===== src/rtl/stopwatch_controller.sv =====
// stopwatch_controller: debounced start/stop/lap/clear sequencer and tick generator for the BCD stopwatch counter.
// Define STOPWATCH_COUNTDOWN_EN to add count-down direction control and expiry at zero.
module stopwatch_controller #(
  parameter int CLK_HZ          = 100_000_000,
  parameter int TICK_HZ         = 100,
  parameter int DEBOUNCE_CYCLES = 1_000_000,
  parameter int WIDTH           = 16
) (
  input  logic             clk,
  input  logic             rst,
  input  logic             btn_start_stop,
  input  logic             btn_lap,
  input  logic             btn_clear,
  input  logic             dir_sw,
  input  logic [WIDTH-1:0] count_value,
  output logic             count_enable,
  output logic             count_clear,
  output logic             count_up,
  output logic [WIDTH-1:0] display_value,
  output logic [1:0]       state,
  output logic             expired
);
  localparam int PRE = CLK_HZ / TICK_HZ;
  localparam int PW  = (PRE > 1) ? $clog2(PRE) : 1;
  localparam int DW  = $clog2(DEBOUNCE_CYCLES + 1);
  typedef enum logic [1:0] {IDLE = 2'b00, RUNNING = 2'b01, PAUSED = 2'b10, LAP = 2'b11} state_t;
  state_t           state_q;
  logic [2:0]       btn, sync1_q, sync2_q, level_q, prev_q, press;
  logic [DW-1:0]    db_cnt_q [3];
  logic [PW-1:0]    pre_q;
  logic [WIDTH-1:0] lap_q, disp_q;
  logic             en_q, clr_q, up_q, exp_q, clr_ev, ss_ev, lap_ev, run, wrap, expire;
  assign btn    = {btn_clear, btn_lap, btn_start_stop};
  assign press  = level_q & ~prev_q;
  assign clr_ev = press[2];
  assign ss_ev  = press[0] & ~press[2];
  assign lap_ev = press[1] & ~press[0] & ~press[2];
  assign run    = (state_q == RUNNING) || (state_q == LAP);
  assign wrap   = run && (pre_q == PW'(PRE - 1));
`ifdef STOPWATCH_COUNTDOWN_EN
  assign expire = wrap && !up_q && (count_value == '0);
`else
  logic unused_dir;
  assign unused_dir = dir_sw;
  assign expire     = 1'b0;
`endif
  // A level is accepted only after DEBOUNCE_CYCLES consecutive samples disagree with it.
  always_ff @(posedge clk) begin
    if (rst) begin
      sync1_q <= '0;
      sync2_q <= '0;
      level_q <= '0;
      prev_q  <= '0;
      for (int i = 0; i < 3; i++) db_cnt_q[i] <= '0;
    end else begin
      sync1_q <= btn;
      sync2_q <= sync1_q;
      prev_q  <= level_q;
      for (int i = 0; i < 3; i++)
        if (sync2_q[i] == level_q[i]) db_cnt_q[i] <= '0;
        else if (db_cnt_q[i] == DW'(DEBOUNCE_CYCLES - 1)) begin
          db_cnt_q[i] <= '0;
          level_q[i]  <= sync2_q[i];
        end else db_cnt_q[i] <= db_cnt_q[i] + 1'b1;
    end
  end
  always_ff @(posedge clk) begin
    if (rst) begin
      state_q <= IDLE;
      pre_q   <= '0;
      lap_q   <= '0;
      disp_q  <= '0;
      en_q    <= 1'b0;
      clr_q   <= 1'b0;
      up_q    <= 1'b1;
      exp_q   <= 1'b0;
    end else begin
      en_q   <= wrap && !expire;
      clr_q  <= clr_ev && ((state_q == IDLE) || (state_q == PAUSED));
      disp_q <= (state_q == LAP) ? lap_q : count_value;
      pre_q  <= run ? (wrap ? '0 : pre_q + 1'b1) : ((state_q == PAUSED) && !clr_ev) ? pre_q : '0;
      if ((state_q == RUNNING) && lap_ev) lap_q <= count_value;
      case (state_q)
        IDLE:    if (ss_ev) state_q <= RUNNING;
        RUNNING: if (expire) state_q <= IDLE; else if (ss_ev) state_q <= PAUSED; else if (lap_ev) state_q <= LAP;
        LAP:     if (expire) state_q <= IDLE; else if (ss_ev) state_q <= PAUSED; else if (lap_ev) state_q <= RUNNING;
        default: if (ss_ev) state_q <= RUNNING; else if (clr_ev) state_q <= IDLE;
      endcase
`ifdef STOPWATCH_COUNTDOWN_EN
      if (state_q == IDLE) up_q <= ~dir_sw;
      if (expire) exp_q <= 1'b1;
      else if (ss_ev || clr_ev) exp_q <= 1'b0;
`endif
    end
  end
  assign count_enable  = en_q;
  assign count_clear   = clr_q;
  assign count_up      = up_q;
  assign display_value = disp_q;
  assign state         = state_q;
  assign expired       = exp_q;
endmodule

===== config.mk =====
export PLATFORM = sky130hd
export DESIGN_NAME = stopwatch_controller
export DESIGN_NICKNAME = d
export VERILOG_FILES = /design/src/rtl/stopwatch_controller.sv
export SDC_FILE = /design/constraint.sdc
export NUM_CORES = 1
export LEC_CHECK = 0
export ABC_AREA = 0
export CAP_MARGIN = 20
export CORE_MARGIN = 1.5
export CORE_UTILIZATION = 25
export DETAILED_ROUTE_END_ITERATION = 7
export PLACE_DENSITY = 0.46
export SLEW_MARGIN = 20
export SYNTH_ARGS = -nofsm -noshare
export SYNTH_HDL_FRONTEND = slang
export SYNTH_SLANG_ARGS = --single-unit

===== constraint.sdc =====
create_clock -name clk -period 4.2 [get_ports clk]
set_input_delay 0.42 -clock clk [delete_from_list [all_inputs] [get_ports clk]]
set_output_delay 0.42 -clock clk [all_outputs]
set_load 0.01 [all_outputs]

# Word-level counts from Yosys, hierarchy flattened
# Memories as Yosys holds them, arrays and structs flattened.
# Index checks and enable logic that the tools add are counted.
dict set report classes {
  bitwise_logic 19
  reduce_logical 13
  n_eq_ne 14
  n_mux 56
  n_addsub 4
}
# op n
set op_table {}
lappend op_table {{$mux 20} 12}
lappend op_table {{$add 20x1->20 const B} 4}
lappend op_table {{$eq 20x20->1 const B} 4}
lappend op_table {{$mux 1} 35}
lappend op_table {{$mux 16} 1}
lappend op_table {{$mux 2} 7}
lappend op_table {{$or 1x1->1} 9}
lappend op_table {{$ne 3x3->1 const B} 2}
lappend op_table {{$pmux 2 s3} 1}
lappend op_table {{$reduce_and 2->1} 3}
lappend op_table {{$not 1->1} 5}
lappend op_table {{$eq 2x2->1 const B} 2}
lappend op_table {{$logic_and 1x1->1} 4}
lappend op_table {{$ne 2x2->1 const B} 2}
lappend op_table {{$reduce_and 4->1} 1}
lappend op_table {{$reduce_bool 4->1} 1}
lappend op_table {{$and 1x1->1} 3}
lappend op_table {{$and 3x3->3} 1}
lappend op_table {{$eq 1x1->1} 3}
lappend op_table {{$not 3->3} 1}
lappend op_table {{$eq 2x1->1 const B} 1}
lappend op_table {{$logic_not 2->1} 1}
lappend op_table {{$logic_or 1x1->1} 2}
lappend op_table {{$logic_not 1->1} 1}
dict set report word_totals {
  n_memories 1
  word_cells 119
  output_inout_bits 22
  ff_bits 68
  in_bits 22
  ram_bits 60
}
# name depth width rd rd_ports_with_merged_regs write_ports line_no
set memory_table {}
lappend memory_table {db_cnt_q 3 20 3 0 3 29} ;# logic [DW-1:0] db_cnt_q [3];

# Longest topological paths before layout
dict set report depth {
  word_depth 8
  ltp_mapped 8
}

# Worst setup path before layout
# Ideal clock, no wire load.
dict set report synth_path {
  path_kind {reg2reg}
  start {mem db_cnt_q[1][7] in the netlist's numbering}
  end {mem db_cnt_q[1][11] in the netlist's numbering (data pin)}
  stages_incl_launch_ff 6
  slack_ns 2.237
  t_arrival_ns 1.708
  setup_time_ns 0.255
  cell_sequence {edfxtp_1 > or4b_2 > nor4_1 > or3_1 > buf_4 > nor2_1}
}
# item line_no
set synth_rtl {}
lappend synth_rtl {{start: declaration} 29}

==> flow_summary.rst <==
.. list-table::
   :header-rows: 1

   * - Metric
     - Value
   * - Post-route cell area
     - 7510 um^2
   * - Worst Tran Pin Value
     - 1.04 ns
   * - Endpoint of the worst hold-timing path
     - level_q[0]
   * - Headroom to the max-slew limit
     - 0.308
   * - GRT Resource Usage Total
     - 0.104
   * - Count of cells along the worst hold path
     - 2
   * - Final critical delay including setup and external delays
     - 2.57 ns
   * - Detail-routed via count per cell
     - 4.21
   * - Non-filler instance count after layout
     - 1041
   * - Number of cells traversed by the worst register-to-register path
     - 4
   * - Number of global-route vias before repair
     - 4168
   * - Number of buffer cells added on primary ports
     - 40
   * - Layout net count
     - 735
   * - Setup Total Neg Slack
     - 0 ns
   * - Hold/Removal Path Class
     - input pin to flop
   * - Status
     - completed
   * - Count of inserted antenna diode cells
     - 0
   * - Largest net degree at the start of global routing
     - 47
   * - Number of remaining DRC errors
     - 0
   * - Longest Clk Path Bufs
     - 2
   * - Number of top-level pins
     - 44
   * - Clock transition at the registers of the reported paths
     - 0.06 ns
   * - Proportion of synthesized flip-flops having asynchronous set or reset
     - 0
   * - Post-Synthesis Cell Area
     - 6000 um^2
   * - Net Sw Frac
     - 0.221
   * - Clock Sink Count
     - 128
   * - Cell at the slowest stage of the critical path
     - or4b_2
   * - DP HPWL
     - 7840 um
   * - Buffers plus inverters on the worst setup path
     - 0
   * - Max-slew violation count
     - 0
   * - Initial DRC Count
     - 204
   * - Number of storage elements in the synthesis netlist
     - 128
   * - WS Path Type
     - flop to flop
   * - Worst IR Drop VDD
     - 0.285 mV
   * - Routed wire per std cell
     - 11.4 um
   * - Data arrival, critical path
     - 2.70 ns
   * - Tot Pwr
     - 3.01 mW
   * - Antenna Nets Post-Route
     - 0
   * - Comb power frac
     - 0.037
   * - CP Data Required Time
     - 4.33 ns
   * - Die boundary width
     - 158 um
   * - Total placed cells including tap cells
     - 1009
   * - RD Place Congestion
     - 0.699
   * - Flop pwr share
     - 0.456
   * - Power per cell area
     - 400 nW/um^2
   * - Clock tree from TritonCTS
     - done
   * - Cts repair resizes
     - 0
   * - Element type at the critical path end
     - flop
   * - Number of standard cells after synthesis
     - 617
   * - Family with the most delay on the worst path
     - simple AND/OR/NAND/NOR gates
   * - Number of levels in the clock H-tree
     - 4
   * - Fin Clk Skew
     - 0.00896 ns
   * - Global-route wire length before repair
     - 20400 um
   * - Share of power burned in the clock network
     - 0.508
   * - Die H
     - 158 um
   * - Flip-flop and latch area
     - 3160 um^2
   * - Worst-path cell chain
     - or4b_2 > nor4_1 > or3_1 > nor2_1
   * - Net Sw Power
     - 0.666 mW
   * - Hold_sp
     - rst
   * - Antenna violations before repair
     - 0
   * - Vias post-DR
     - 4384
   * - Highest clock frequency the design can meet
     - 0.389 GHz
   * - Root Buffer
     - clkbuf_16
   * - Placement-stage cell area
     - 6880 um^2
   * - Cts bufs inserted
     - 17
   * - YS warnings
     - 0
   * - Netlist cell types
     - 50
   * - Maximum net fanout on the critical path
     - 20
   * - Launch instance of the worst register-to-register path
     - db_cnt_q[1][7]
   * - Main flop type after synthesis
     - dfxtp_1
   * - Core area
     - 23500 um^2
   * - Endpoint of the lowest-slack register-to-register path
     - db_cnt_q[1][10]
   * - Row cnt
     - 56
   * - Part of the Yosys area used for sequential elements
     - 0.527
   * - Register-to-Register Setup Slack
     - 1.63 ns
   * - Stage delay of the slowest cell on the critical path
     - 0.69 ns
   * - Static leakage power
     - 2.73 nW
   * - Mean post-synth cell area
     - 9.73 um^2
   * - Multi-input gate area
     - 2880 um^2
   * - Final core occ
     - 0.319
   * - Final setup fails
     - 0
   * - Sum of overflow across all layers after global routing
     - 0
   * - EDFF count, synth
     - 60
   * - Setup bufs post-CTS
     - 0
   * - Startpoint type of the worst setup path
     - flop
   * - Share of layout cells above drive strength 1
     - 0.0665
   * - Reported max-cap violation count
     - 0
   * - CTS Hold Bufs
     - 0
   * - Worst skew pair latency
     - 0.42 ns
   * - Setup repair after global routing missed its margin
     - false
   * - Die area
     - 25000 um^2
   * - Number of iterations in the first detailed-routing pass
     - 6
   * - Starting density of the core
     - 0.255
   * - Number of hold violations in the final report
     - 0
   * - Internal power contribution
     - 2.34 mW
   * - Count of fill cells added during filler insertion
     - 2555
   * - Ratio of final minimum period to clock period
     - 0.611
   * - Layout Area Growth over Synthesis
     - 25.2%
   * - Detailed Route WL
     - 11900 um
[sequential cells by signal, summed over array words and instances (netlist names)]
register	cells
count_enable	1
sync1_q	3
count_clear	1
sync2_q	3
pre_q	20
level_q	3
state	2
db_cnt_q	60
prev_q	3
lap_q	16
display_value	16
[stage by stage]
step | hold slack [ns] | setup slack, ns
floorplan | 0.414 | 2.24
global placement | 0.420 | 1.63
detailed placement | 0.423 | 1.59
CTS | 0.338 | 1.58
global route | 0.362 | 1.43
finish | 0.353 | 1.63
[cells in the mapped netlist, drive strengths merged (13+ instances only)]
master / n / area share
a21oi: 31 / 0.026
buf: 17 / 0.018
dfxtp: 68 / 0.23
edfxtp: 60 / 0.30
mux2i: 23 / 0.038
nand2: 65 / 0.041
nand3: 33 / 0.029
nand4: 20 / 0.021
nor2: 98 / 0.061
nor3: 13 / 0.013
o21ai: 15 / 0.013
xnor2: 24 / 0.035
xor2: 31 / 0.045
[cells by family after synthesis]
family	after synthesis	synth area share
XOR/XNOR	55	0.0802
flip-flops	128	0.527
buffers and inverters	40	0.0325
AO/OA/AOI/OAI	68	0.0663
AND/OR/NAND/NOR	297	0.246
other	2	0.00125
adder cells (fa/ha/maj)	4	0.00834
multiplexers	23	0.0383
[metal layers]
layer,part of all wire,GRT usage,vias to the layer above
li1,-,-,2282
met3,0.050,0.0402,10
met1,0.50,0.137,2031
met5,0,0,-
met4,0.014,0.0427,0
met2,0.43,0.151,61
[worst max-delay path by stage]
stage                   startpoint         endpoint  slack, ns  cells after the start
floorplan           db_cnt_q[1][7]  db_cnt_q[1][11]       2.24                      5
global placement    db_cnt_q[1][7]   db_cnt_q[1][5]       1.63                      4
detailed placement  db_cnt_q[1][7]  db_cnt_q[1][13]       1.59                      4
CTS                 db_cnt_q[1][7]  db_cnt_q[1][13]       1.58                      4
global route        db_cnt_q[1][7]  db_cnt_q[1][10]       1.43                      4
finish              db_cnt_q[1][7]  db_cnt_q[1][10]       1.63                      4
[worst reg2reg max path, stage by stage (launching register included)]
cell      delay [ns]
edfxtp_1        0.45
or4b_2          0.69
nor4_1          0.37
or3_1           0.65
nor2_1          0.13
[area by class of cell]
cell class | count | share of cell area
sequential | 128 | 0.421
multi-input combinational | 509 | 0.383
clock buffer | 21 | 0.0684
timing repair buffer | 41 | 0.0536
tap | 319 | 0.0531
clock inverter | 11 | 0.0145
inverter | 12 | 0.00600
[placed cells by master (no fill, tap or decap), drive strengths merged, types with 23 or more instances in the layout]
cell and n:
a21oi 31, clkdlybuf4s50 39, conb 62, dfxtp 68
edfxtp 60, mux2i 23, nand2 65, nand3 33
nor2 98, xnor2 24, xor2 31
[power groups by stage]
stage	Clock, mW	Sequential, mW	Combinational (mW)
6_report	1.53	1.37	0.110
5_1_grt	1.63	1.38	0.124
4_1_cts	1.58	1.37	0.110
3_5_place_dp	0	1.40	0.110
3_3_place_gp	0	1.40	0.110
2_1_floorplan	0	1.39	0.0611
Note: power is estimated with default switching activity, not from simulation.
